[src/rtl/imm_gen_pkg.sv]
// Shared types for the immediate generator: ext_op encodings, result record, XLEN constants.
// Optional feature macro: IMM_GEN_CSR_ZIMM_EN (see imm_ext_core).
package imm_gen_pkg;

    localparam int XLEN_32   = 32;
    localparam int XLEN_64   = 64;
    localparam int MAX_XLEN  = XLEN_64;
    localparam int MAX_TAG_W = 64;

    typedef enum logic [2:0] {
        EXT_NONE     = 3'b000,
        EXT_S        = 3'b001,
        EXT_I        = 3'b010,
        EXT_I_SHAMT  = 3'b011,
        EXT_B        = 3'b100,
        EXT_U        = 3'b101,
        EXT_J        = 3'b110,
        EXT_CSR_ZIMM = 3'b111
    } ext_op_e;

    // Widest-case record of one result; narrower configurations zero-fill the upper bits.
    typedef struct packed {
        logic [MAX_XLEN-1:0]  imm;
        logic [MAX_TAG_W-1:0] tag;
        logic                 illegal;
    } imm_result_t;

    function automatic bit xlen_legal(input int xlen);
        return (xlen == XLEN_32) || (xlen == XLEN_64);
    endfunction

endpackage

[src/rtl/imm_gen_pipe_if.sv]
// Bundle of the upstream and downstream handshake buses of imm_gen_pipe.
// Handshake: a beat moves when valid && ready on the same rising edge; valid never waits on ready.
interface imm_gen_pipe_if #(
    parameter int XLEN  = 32,
    parameter int TAG_W = 32
);
    logic             in_valid;
    logic             in_ready;
    logic [31:0]      instr;
    logic [2:0]       ext_op;
    logic [TAG_W-1:0] in_tag;
    logic             out_valid;
    logic             out_ready;
    logic [XLEN-1:0]  immout;
    logic [TAG_W-1:0] out_tag;
    logic             out_illegal;

    modport master (
        output in_valid, instr, ext_op, in_tag, out_ready,
        input  in_ready, out_valid, immout, out_tag, out_illegal
    );

    modport slave (
        input  in_valid, instr, ext_op, in_tag, out_ready,
        output in_ready, out_valid, immout, out_tag, out_illegal
    );
endinterface

[src/rtl/imm_ext_core.sv]
// Combinational field extraction and extension of a RISC-V immediate.
// IMM_GEN_CSR_ZIMM_EN defined: CSR_ZIMM is supported; otherwise it is flagged illegal.
module imm_ext_core
    import imm_gen_pkg::*;
#(
    parameter int XLEN = 32
) (
    input  logic [31:0]     instr,
    input  logic [2:0]      ext_op,
    output logic [XLEN-1:0] imm,
    output logic            illegal
);

    // Every case builds a 32-bit value whose bit 31 is the correct extension bit,
    // so a single signed widening covers both the XLEN=32 and XLEN=64 builds.
    logic [31:0] raw;
    logic        unused_opcode;

    assign unused_opcode = ^instr[6:0];

    always_comb begin
        raw     = '0;
        illegal = 1'b0;
        case (ext_op_e'(ext_op))
            EXT_I:       raw = {{20{instr[31]}}, instr[31:20]};
            EXT_S:       raw = {{20{instr[31]}}, instr[31:25], instr[11:7]};
            EXT_B:       raw = {{19{instr[31]}}, instr[31], instr[7], instr[30:25], instr[11:8], 1'b0};
            EXT_U:       raw = {instr[31:12], 12'b0};
            EXT_J:       raw = {{11{instr[31]}}, instr[31], instr[19:12], instr[20], instr[30:21], 1'b0};
            EXT_I_SHAMT: raw = (XLEN == XLEN_64) ? {26'b0, instr[25:20]} : {27'b0, instr[24:20]};
`ifdef IMM_GEN_CSR_ZIMM_EN
            EXT_CSR_ZIMM: raw = {27'b0, instr[19:15]};
`else
            EXT_CSR_ZIMM: illegal = 1'b1;
`endif
            default:     raw = '0;
        endcase
    end

    assign imm = XLEN'($signed(raw));

endmodule

[src/rtl/imm_gen_pipe.sv]
// Immediate generator with a registered output stage and a one-entry skid buffer.
// Macro IMM_GEN_CSR_ZIMM_EN enables the CSR_ZIMM immediate type.
module imm_gen_pipe
    import imm_gen_pkg::*;
#(
    parameter int XLEN  = 32,
    parameter int TAG_W = 32
) (
    input  logic          clk,
    input  logic          rst_n,
    imm_gen_pipe_if.slave bus
);

    logic [XLEN-1:0]  new_imm;
    logic             new_ill;

    logic             out_valid_q;
    logic [XLEN-1:0]  out_imm_q;
    logic [TAG_W-1:0] out_tag_q;
    logic             out_ill_q;

    logic             skid_full_q;
    logic [XLEN-1:0]  skid_imm_q;
    logic [TAG_W-1:0] skid_tag_q;
    logic             skid_ill_q;

    logic             fire_in;
    logic             fire_out;

    imm_ext_core #(.XLEN(XLEN)) u_core (
        .instr   (bus.instr),
        .ext_op  (bus.ext_op),
        .imm     (new_imm),
        .illegal (new_ill)
    );

    // in_ready depends only on the skid flop, so out_ready never reaches it combinationally.
    assign bus.in_ready = ~skid_full_q;
    assign fire_in      = bus.in_valid & ~skid_full_q;
    assign fire_out     = out_valid_q & bus.out_ready;

    always_ff @(posedge clk or negedge rst_n) begin
        if (!rst_n) begin
            out_valid_q <= 1'b0;
            out_imm_q   <= '0;
            out_tag_q   <= '0;
            out_ill_q   <= 1'b0;
            skid_full_q <= 1'b0;
            skid_imm_q  <= '0;
            skid_tag_q  <= '0;
            skid_ill_q  <= 1'b0;
        end else if (fire_out) begin
            if (skid_full_q) begin
                // in_ready was low, so nothing new arrives while the skid entry drains.
                out_imm_q   <= skid_imm_q;
                out_tag_q   <= skid_tag_q;
                out_ill_q   <= skid_ill_q;
                skid_full_q <= 1'b0;
            end else if (fire_in) begin
                out_imm_q   <= new_imm;
                out_tag_q   <= bus.in_tag;
                out_ill_q   <= new_ill;
            end else begin
                out_valid_q <= 1'b0;
            end
        end else if (fire_in) begin
            if (!out_valid_q) begin
                out_valid_q <= 1'b1;
                out_imm_q   <= new_imm;
                out_tag_q   <= bus.in_tag;
                out_ill_q   <= new_ill;
            end else begin
                skid_full_q <= 1'b1;
                skid_imm_q  <= new_imm;
                skid_tag_q  <= bus.in_tag;
                skid_ill_q  <= new_ill;
            end
        end
    end

    assign bus.out_valid   = out_valid_q;
    assign bus.immout      = out_imm_q;
    assign bus.out_tag     = out_tag_q;
    assign bus.out_illegal = out_ill_q;

endmodule

[src/flat_wrapper.sv]
// flat-port wrapper written by rule: the top's interface ports become plain ports
module imm_gen_pipe_flat import imm_gen_pkg::*;
#(
    parameter int XLEN  = 32,
    parameter int TAG_W = 32
)
  (clk, rst_n, bus_in_valid, bus_instr, bus_ext_op, bus_in_tag, bus_out_ready, bus_in_ready, bus_out_valid, bus_immout, bus_out_tag, bus_out_illegal);
  imm_gen_pipe_if #(.XLEN(XLEN), .TAG_W(TAG_W)) bus_i ();
  input  logic clk;
  input  logic rst_n;
  input wire logic [$bits(bus_i.in_valid)-1:0] bus_in_valid;
  input wire logic [$bits(bus_i.instr)-1:0] bus_instr;
  input wire logic [$bits(bus_i.ext_op)-1:0] bus_ext_op;
  input wire logic [$bits(bus_i.in_tag)-1:0] bus_in_tag;
  input wire logic [$bits(bus_i.out_ready)-1:0] bus_out_ready;
  output wire logic [$bits(bus_i.in_ready)-1:0] bus_in_ready;
  output wire logic [$bits(bus_i.out_valid)-1:0] bus_out_valid;
  output wire logic [$bits(bus_i.immout)-1:0] bus_immout;
  output wire logic [$bits(bus_i.out_tag)-1:0] bus_out_tag;
  output wire logic [$bits(bus_i.out_illegal)-1:0] bus_out_illegal;
  assign bus_i.in_valid = bus_in_valid;
  assign bus_i.instr = bus_instr;
  assign bus_i.ext_op = bus_ext_op;
  assign bus_i.in_tag = bus_in_tag;
  assign bus_i.out_ready = bus_out_ready;
  assign bus_in_ready = bus_i.in_ready;
  assign bus_out_valid = bus_i.out_valid;
  assign bus_immout = bus_i.immout;
  assign bus_out_tag = bus_i.out_tag;
  assign bus_out_illegal = bus_i.out_illegal;
  imm_gen_pipe #(.XLEN(XLEN), .TAG_W(TAG_W)) u_core (.clk(clk), .rst_n(rst_n), .bus(bus_i));
endmodule
[config.mk]
export PLATFORM = sky130hd
export DESIGN_NAME = imm_gen_pipe_flat
export DESIGN_NICKNAME = d
export VERILOG_FILES = /design/src/rtl/imm_gen_pkg.sv /design/src/rtl/imm_gen_pipe_if.sv /design/src/rtl/imm_ext_core.sv /design/src/rtl/imm_gen_pipe.sv /design/src/flat_wrapper.sv
export SDC_FILE = /design/constraint.sdc
export NUM_CORES = 1
export LEC_CHECK = 0
export BUFFER_PORTS_ARGS = -buffer_cell sky130_fd_sc_hd__clkbuf_2
export CAP_MARGIN = 30
export CORE_UTILIZATION = 41
export CTS_BUF_LIST = sky130_fd_sc_hd__clkbuf_4 sky130_fd_sc_hd__clkbuf_8 sky130_fd_sc_hd__clkbuf_16
export CTS_CLUSTER_DIAMETER = 200
export DETAILED_ROUTE_END_ITERATION = 10
export SLEW_MARGIN = 25
export SYNTH_ARGS = -nofsm -noshare
export SYNTH_HDL_FRONTEND = slang
export SYNTH_SLANG_ARGS = --single-unit
[constraint.sdc]
create_clock -name clk -period 3.05 [get_ports clk]
set_input_delay 0.305 -clock clk [delete_from_list [all_inputs] [get_ports clk]]
set_output_delay 0.305 -clock clk [all_outputs]
set_load 0.02 [all_outputs]
# After elaboration in Yosys (flattened, before gate mapping)
# Cells that the tools add are included.
# op_classes
n_eq_ne	10
muxes	24
bitwise	4
n_reduce_logical	7
# ops
op	n
$mux W32	10
$pmux W32 S6	1
$mux W1	13
$eq A3 B3 Y1 const B	4
$reduce_and A3 Y1	3
$eq A3 B2 Y1 const B	2
$ne A2 B2 Y1 const B	3
$reduce_bool A2 Y1	3
$eq A3 B1 Y1 const B	1
$and A1 B1 Y1	2
$not A1 Y1	2
$reduce_and A2 Y1	1
# word_totals
register_bits	132
input_bits	71
output_inout_bits	67
word_cells	53

# Longest topological paths before layout
# Gate-level depths: netlist of the first run.
# logic_depth
ltp_word	5
mapped_depth	7

# Modules after synthesis
# Synthesis of the first run repeated with hierarchy kept, for this count alone.
# hier_totals
hier_cells	593
area_unflattened_um2	6887.9
# modules_own_cells
module	instances	cells_each	area_per_inst_um2
imm_gen_pipe	1	516	6401.1
imm_ext_core	1	77	486.7

# Worst setup path after synthesis of the first run
# No wires, ideal clock.
# synth_timing
kind	register to register
start	register u_core.out_valid_q (netlist: u_core.bus.out_valid)
end	register u_core.skid_imm_q[10]
setup_time_ns	0.118
arrival_ns	1.490
required_ns	2.932
setup_slack_ns	1.442
path_stages_with_launch	8
cell_sequence	dfrtp_1 > nand2_1 > or3_1 > clkbuf_1 > buf_4 > buf_6 > nand2_1 > nand2_1
# synth_via
elab_chain_len	3
# synth_rtl
item	line	text
start, declared	imm_gen_pipe.sv:17	logic out_valid_q;
start signal, assigned	imm_gen_pipe.sv:44	out_valid_q <= 1'b0;
start signal, assigned	imm_gen_pipe.sv:64	out_valid_q <= 1'b0;
start signal, assigned	imm_gen_pipe.sv:68	out_valid_q <= 1'b1;
$and A1 B1 Y1	imm_gen_pipe.sv:40	assign fire_out = out_valid_q & bus.out_ready;
$not A1 Y1 (no source line)	n/a	
$reduce_and A3 Y1 (no source line) *	n/a	
end signal, assigned	imm_gen_pipe.sv:74	skid_imm_q <= new_imm;
end, declared	imm_gen_pipe.sv:23	logic [XLEN-1:0] skid_imm_q;
# Every way passes the cells marked *; elsewhere a longest branch is shown, timed or not.
# A chain may end at the register's enable or synchronous reset.

# Worst setup path after layout of the first run
# layout_timing
start	register u_core.out_valid_q (netlist: u_core.bus.out_valid)
end	register u_core.skid_imm_q[17]
# Same word-level chain as after synthesis.

==> run_results.csv, run 1 <==
group,metric,value,unit
power,p_clk_share,53.7,%
route,drt-initial-drc-count,377,
clock_tree,max-clock-path-buffers,2,
route,totalWireLength,14510,um
yosys,ys_ff_latch,132,
setup_path,crit_family,"simple AND/OR/NAND/NOR gates",
setup_path,crit_type,"reg2reg",
finish,areaGrowthSynthToFinish,25.24,%
yosys,yosysUniqueCellTypes,33,
setup_path,critical_path.startpoint,"u_core.bus.out_valid$_DFFE_PN0P_",
timing,finalSetupViolations,0,
setup_path,critical_path.max_stage_delay,0.47,ns
floorplanning,coreArea,13830,um^2
yosys,netlist_top_cells_area,"dfrtp_1, nand2_1, a31oi_1",
setup_path,crit_path_end_kind,"register",
floorplanning,io_pins,138,
status,outcome,"finished clean",
yosys,synth_area,5781,um^2
route,antenna_left,0,
global_routing,grt_util_all_layers,21.51,%
power,powerDensity,582.0,nW/um^2
finish,fillers,1289,
finish,layout_commonest_cell,"nand2_1",
global_routing,grt_pass1_vias,4808,
yosys,async_flop_share,100.0,%
setup_path,crit_top_cell,"nand2_1",
placed_design,dpl.hpwl,9207,um
run,max-cap-violations,0,
placed_design,placed_area,6524,um^2
finish,antenna_cells,0,
finish,fin_area,7239,um^2
power,vdd_drop_max,0.0004048,V
clock_tree,cts_root_buf,"clkbuf_16",
power,internal_power,0.003312,W
setup_path,worstPathArrival,2.31,ns
timing,slew_headroom,45.11,%
yosys,seq_area_frac_synth,57.14,%
yosys,synthDominantCellAreaShare,57.14,%
global_routing,grt_max_degree,103,
setup_path,r2r-start,"u_core.bus.out_valid$_DFFE_PN0P_",
floorplanning,dieArea,14580,um^2
floorplanning,die_w,120.7,um
timing,period_share,65.73,%
placed_design,port_buffers,130,
timing,worst_slew_pin_slew,0.8179,ns
min_path,min-delay-path-class,"in2reg",
route,wl_per_cell,15.07,um
yosys,syn_avg_cell_area,8.785,um^2
timing,min_period,2.005,ns
floorplanning,die_height,120.7,um
route,dr.pass1.iters,6,
timing,report.final.slew_viol_count,0,
route,vias,4994,
timing,finClkSkew,0.005742,ns
setup_path,crit_chain,"nand2_1 -> nor3_4 -> buf_4 -> nand2_1 -> o22a_1",
setup_path,startpoint_type,"register",
timing,finalSetupTns,0,ns
min_path,holdCritStartpoint,"bus_in_tag[17]",
setup_path,path_max_fanout,42,
timing,hold_viol,0,
route,drc,0,
setup_path,critPathRequiredTime,3.36,ns
yosys,synth_top_area_cell,"dfrtp_1",
finish,final_core_util,52.36,%
yosys,synth_edf_count,0,
yosys,syn_inst,658,
yosys,syn_nets,729,
route,viasPerCell,5.186,
finish,most-common-layout-cells,"nand2_1, dfrtp_1, clkbuf_2",
timing,rsz0062_at_grt,"no",
global_routing,antenna_found_initial,0,
power,comb_power_share,4.7,%
setup_path,crit_buf_inv,1,
clock_tree,cts.clk_slew.worst_paths,0.06,ns
power,pwr-share-seq,41.6,%
floorplanning,rows,43,
placed_design,gp_congestion,0.7921,
power,power.leakage,3.805,nW
yosys,synth_ff_type,"dfrtp_1",
finish,final_net_count,841,
clock_tree,clk_latency,0.42,ns
finish,drive_gt1_share,23.37,%
power,p_sw_share,21.38,%
clock_tree,htreeDepth,4,
clock_tree,clock-sinks,132,
clock_tree,cts_buffers,17,
yosys,yosysWarningCount,0,
clock_tree,cts_tree,"done",
timing,timing.fmax,498.8,MHz
power,p_switching,0.0009010,W
setup_path,worst_path_max_delay_cell,"dfrtp_1",
global_routing,grt_pass1_wl,24230,um
floorplanning,initial_core_util,41.81,%
global_routing,grt_overflow,0,
-- registers in the layout, summed over array words and instances (netlist names) --
name                    flops
u_core.bus.immout          32
u_core.bus.out_illegal      1
u_core.bus.out_tag         32
u_core.bus.out_valid        1
u_core.skid_full_q          1
u_core.skid_ill_q           1
u_core.skid_imm_q          32
u_core.skid_tag_q          32
-- logic make-up (layout without fill, tap and decap cells) --
kind of cell | after synthesis | after routing | share of synthesized area [%]
simple gates | 318 | 318 | 21.86
compound gates | 150 | 150 | 15.97
flops | 132 | 132 | 57.14
buf+inv | 53 | 178 | 4.156
mux | 3 | 3 | 0.5627
xor+xnor | 2 | 2 | 0.3031
-- worst min-delay path: stages --
cell      delay (ns)
clkbuf_2        0.09
nand2_1         0.04
nand2_1         0.05
-- synth_stat cells, drive strengths merged (4+ instances only) --
master and number:
nand2 237, dfrtp 132, a31oi 32, o22ai 19, clkbuf 28, nand3 19
a221oi 4, buf 24, nand2b 5, o22a 20, nor2 50, a21oi 36
o21ai 33
-- layout make-up --
type | count | area (um^2) | area share [%]
clock inverters | 13 | 205.2 | 2.834
repair buffers | 145 | 804.5 | 11.11
clock buffers | 19 | 452.9 | 6.256
flip-flops and latches | 132 | 3303 | 45.63
inverters | 1 | 3.754 | 0.05185
well taps | 180 | 225.2 | 3.111
multi-input cells | 473 | 2245 | 31.01
-- repair_timing --
action / 4_1_cts / 5_1_grt
buffers inserted: 0 / 0
hold buffers: 0 / 1
endpoints found under the setup margin: 0 / 0
hold endpoints to repair: 0 / 51
gates resized for setup: 0 / 0
-- worst paths after layout --
check,to,slack (ns),cells past startpoint
worst min register to register,u_core.skid_tag_q[27]$_DFFE_PN0P_,0.47,2
worst max-delay path,u_core.skid_imm_q[17]$_DFFE_PN0P_,1.05,5
worst max register to register,u_core.skid_imm_q[17]$_DFFE_PN0P_,1.05,5
min in group asynchronous,u_core.skid_tag_q[6]$_DFFE_PN0P_,0.41,2
max in group asynchronous,u_core.bus.immout[16]$_DFFE_PN0P_,1.70,4
worst min-delay path,u_core.skid_tag_q[17]$_DFFE_PN0P_,0.09,3
-- stage by stage --
step           cells  worst slack [ns]  hold WS, ns  total power [W]
3_3_place_gp     928             1.010       0.4567         0.001974
3_5_place_dp     928            0.9159       0.4616         0.001978
5_1_grt          963            0.8931      0.08539         0.004349
2_1_floorplan    658             1.442     0.009409         0.001867
6_report         963             1.045      0.09338         0.004213
4_1_cts          960             1.007      0.04331         0.004251
-- per-layer routing --
metal  GRT usage [%]  vias to the layer above  share of wire (%)
met5               0                        -                  0
met4           10.26                        0                2.0
met3           4.245                       23                5.5
met2           32.44                      159                 44
met1           29.72                     2371                 48
li1                -                     2441                  -
-- power by group through the flow --
stage,clock network (W),registers (W),logic [W]
final,0.00226,0.00175,0.000199
after global routing,0.00237,0.00175,0.000224
after CTS,0.00230,0.00175,0.000195
after detailed placement,0,0.00178,0.000194
after global placement,0,0.00178,0.000190
after floorplan,0,0.00178,0.0000835
Note: power is estimated with default switching activity, not from simulation.
==> inputs of run 2 (changes only) <==
clock period = 2 ns   (was 3.05 ns; I/O delays follow)
==> run_results.csv, run 2 (synthesis gave the netlist of run 1 again) <==
group,metric,value,unit
status,outcome,"finished clean",
clock_tree,cts_root_buf,"clkbuf_16",
finish,most-common-layout-cells,"nand2_1, dfrtp_1, clkbuf_2",
setup_path,critical_path.startpoint,"u_core.skid_full_q$_DFFE_PN0P_",
route,drt-initial-drc-count,372,
timing,finClkSkew,0.006729,ns
setup_path,worstPathArrival,2.00,ns
floorplanning,io_pins,138,
setup_path,path_max_fanout,15,
timing,slew_headroom,38.56,%
run,max-cap-violations,0,
timing,finalSetupTns,0,ns
finish,areaGrowthSynthToFinish,30.06,%
placed_design,dp.cells,936,
clock_tree,cts_tree,"done",
setup_path,startpoint_type,"register",
setup_path,critPathRequiredTime,2.28,ns
route,totalWireLength,14570,um
route,vias,5149,
finish,drive_gt1_share,22.95,%
route,antenna_left,0,
global_routing,grt_overflow,0,
clock_tree,cts-resized-gates,0,
global_routing,grt_util_all_layers,21.39,%
setup_path,r2r-end,"u_core.bus.immout[1]$_DFFE_PN0P_",
setup_path,r2r-start,"u_core.skid_full_q$_DFFE_PN0P_",
clock_tree,post_cts_buffers,0,
placed_design,dpl.hpwl,9596,um
timing,report.final.slew_viol_count,0,
timing,timing.fmax,581.0,MHz
floorplanning,die_w,120.7,um
timing,period_share,86.06,%
power,vdd_drop_max,0.0005569,V
floorplanning,coreArea,13830,um^2
route,drc,0,
finish,antenna_cells,0,
clock_tree,max-clock-path-buffers,2,
power,powerDensity,802.6,nW/um^2
finish,layout_commonest_cell,"nand2_1",
global_routing,grt_pass1_vias,4842,
clock_tree,cts.clk_slew.worst_paths,0.05,ns
clock_tree,cts_buffers,17,
setup_path,ff2ff_setup_slack,0.28,ns
clock_tree,clk_latency,0.42,ns
global_routing,antenna_found_initial,0,
timing,worst_slew_pin_slew,0.9151,ns
setup_path,cp-endpoint,"u_core.bus.immout[1]$_DFFE_PN0P_",
finish,layoutNonFillerInstCount,999,
power,power.leakage,3.944,nW
global_routing,grt_max_degree,57,
timing,hold_viol,0,
setup_path,crit_type,"reg2reg",
floorplanning,die_height,120.7,um
route,viasPerCell,5.154,
global_routing,grt_pass1_wl,24170,um
placed_design,port_buffers,130,
timing,rsz0062_at_grt,"no",
floorplanning,initial_core_util,41.81,%
route,dr.pass1.iters,5,
route,wl_per_cell,14.58,um
floorplanning,dieArea,14580,um^2
min_path,min-delay-path-class,"in2reg",
clock_tree,clock-sinks,132,
timing,min_period,1.721,ns
setup_path,crit_path_end_kind,"register",
floorplanning,rows,43,
timing,finalSetupViolations,0,
placed_design,gp_congestion,0.8421,
clock_tree,htreeDepth,4,
setup_path,reg2reg_depth,4,
finish,final_net_count,878,
-- run 2: changes by cell type in the layout (fill, tap and decap cells not counted) --
cell,delta
clkinv_4,-2
clkinvlp_4,-3
bufinv_16,-4
clkbuf_4,+5
buf_16,-1
buf_4,+5
dlygate4sd3_1,+31
buf_12,+2
clkbuf_8,+3
-- run 2: worst min path at each step --
stage                         from                                end  slack (ns)  cells past startpoint
floorplan                    rst_n   u_core.bus.immout[0]$_DFFE_PN0P_        -0.1                      0
global placement             rst_n  u_core.bus.out_tag[3]$_DFFE_PN0P_        0.20                      1
detailed placement           rst_n  u_core.bus.out_tag[3]$_DFFE_PN0P_        0.21                      1
CTS                 bus_in_tag[16]  u_core.skid_tag_q[16]$_DFFE_PN0P_       0.004                      3
global route        bus_in_tag[16]  u_core.skid_tag_q[16]$_DFFE_PN0P_        0.02                      3
finish              bus_in_tag[16]  u_core.skid_tag_q[16]$_DFFE_PN0P_        0.03                      3
-- run 2: power by group --
group / total [W] / switching [W] / internal, W
clock network: 0.00301 / 0.00108 / 0.00193
logic: 0.000354 / 0.000205 / 0.000149
registers: 0.00267 / 0 / 0.00267
total: 0.00603 / 0.00128 / 0.00475
-- run 2: worst max-delay path, stage by stage (launching register included) --
cell and delay (ns):
dfrtp_1 0.47, and3_2 0.38, buf_4 0.23, a221oi_1 0.41, nor2_1 0.10
-- run 2: per-layer routing --
metal	vias up	part of all wire (%)	track usage, %
met4	0	1.7	9.645
li1	2516	-	-
met3	21	5.1	4.481
met5	-	0	0
met2	172	46	32.29
met1	2440	47	29.58
-- run 2: timing repair --
action                                 in CTS  in global routing
setup endpoints to repair                   0                  0
hold buffers                               32                  0
endpoints found under the hold margin      85                  0
-- run 2: stage by stage --
stage | util (%) | setup WS [ns] | total power (W) | cell area [um^2] | hold WS, ns
floorplan | - | 0.3919 | 0.002848 | 5781 | -0.09559
global placement | 47.89 | 0.3343 | 0.003020 | 6621 | 0.2002
detailed placement | 47.89 | 0.3005 | 0.003025 | 6621 | 0.2088
CTS | 54.38 | 0.2867 | 0.006095 | 7518 | 0.004394
global route | 54.38 | 0.1598 | 0.006251 | 7518 | 0.02092
finish | 54.38 | 0.2788 | 0.006034 | 7518 | 0.02547
-- run 2: area by class of cell --
cell class | count | area [um^2]
Clock inverter | 4 | 45.04
Timing Repair Buffer | 182 | 1165
Clock buffer | 27 | 531.8
Inverter | 1 | 3.754
Multi-Input combinational cell | 473 | 2245
Fill cell | 1269 | 6309
Sequential cell | 132 | 3303
Tap cell | 180 | 225.2
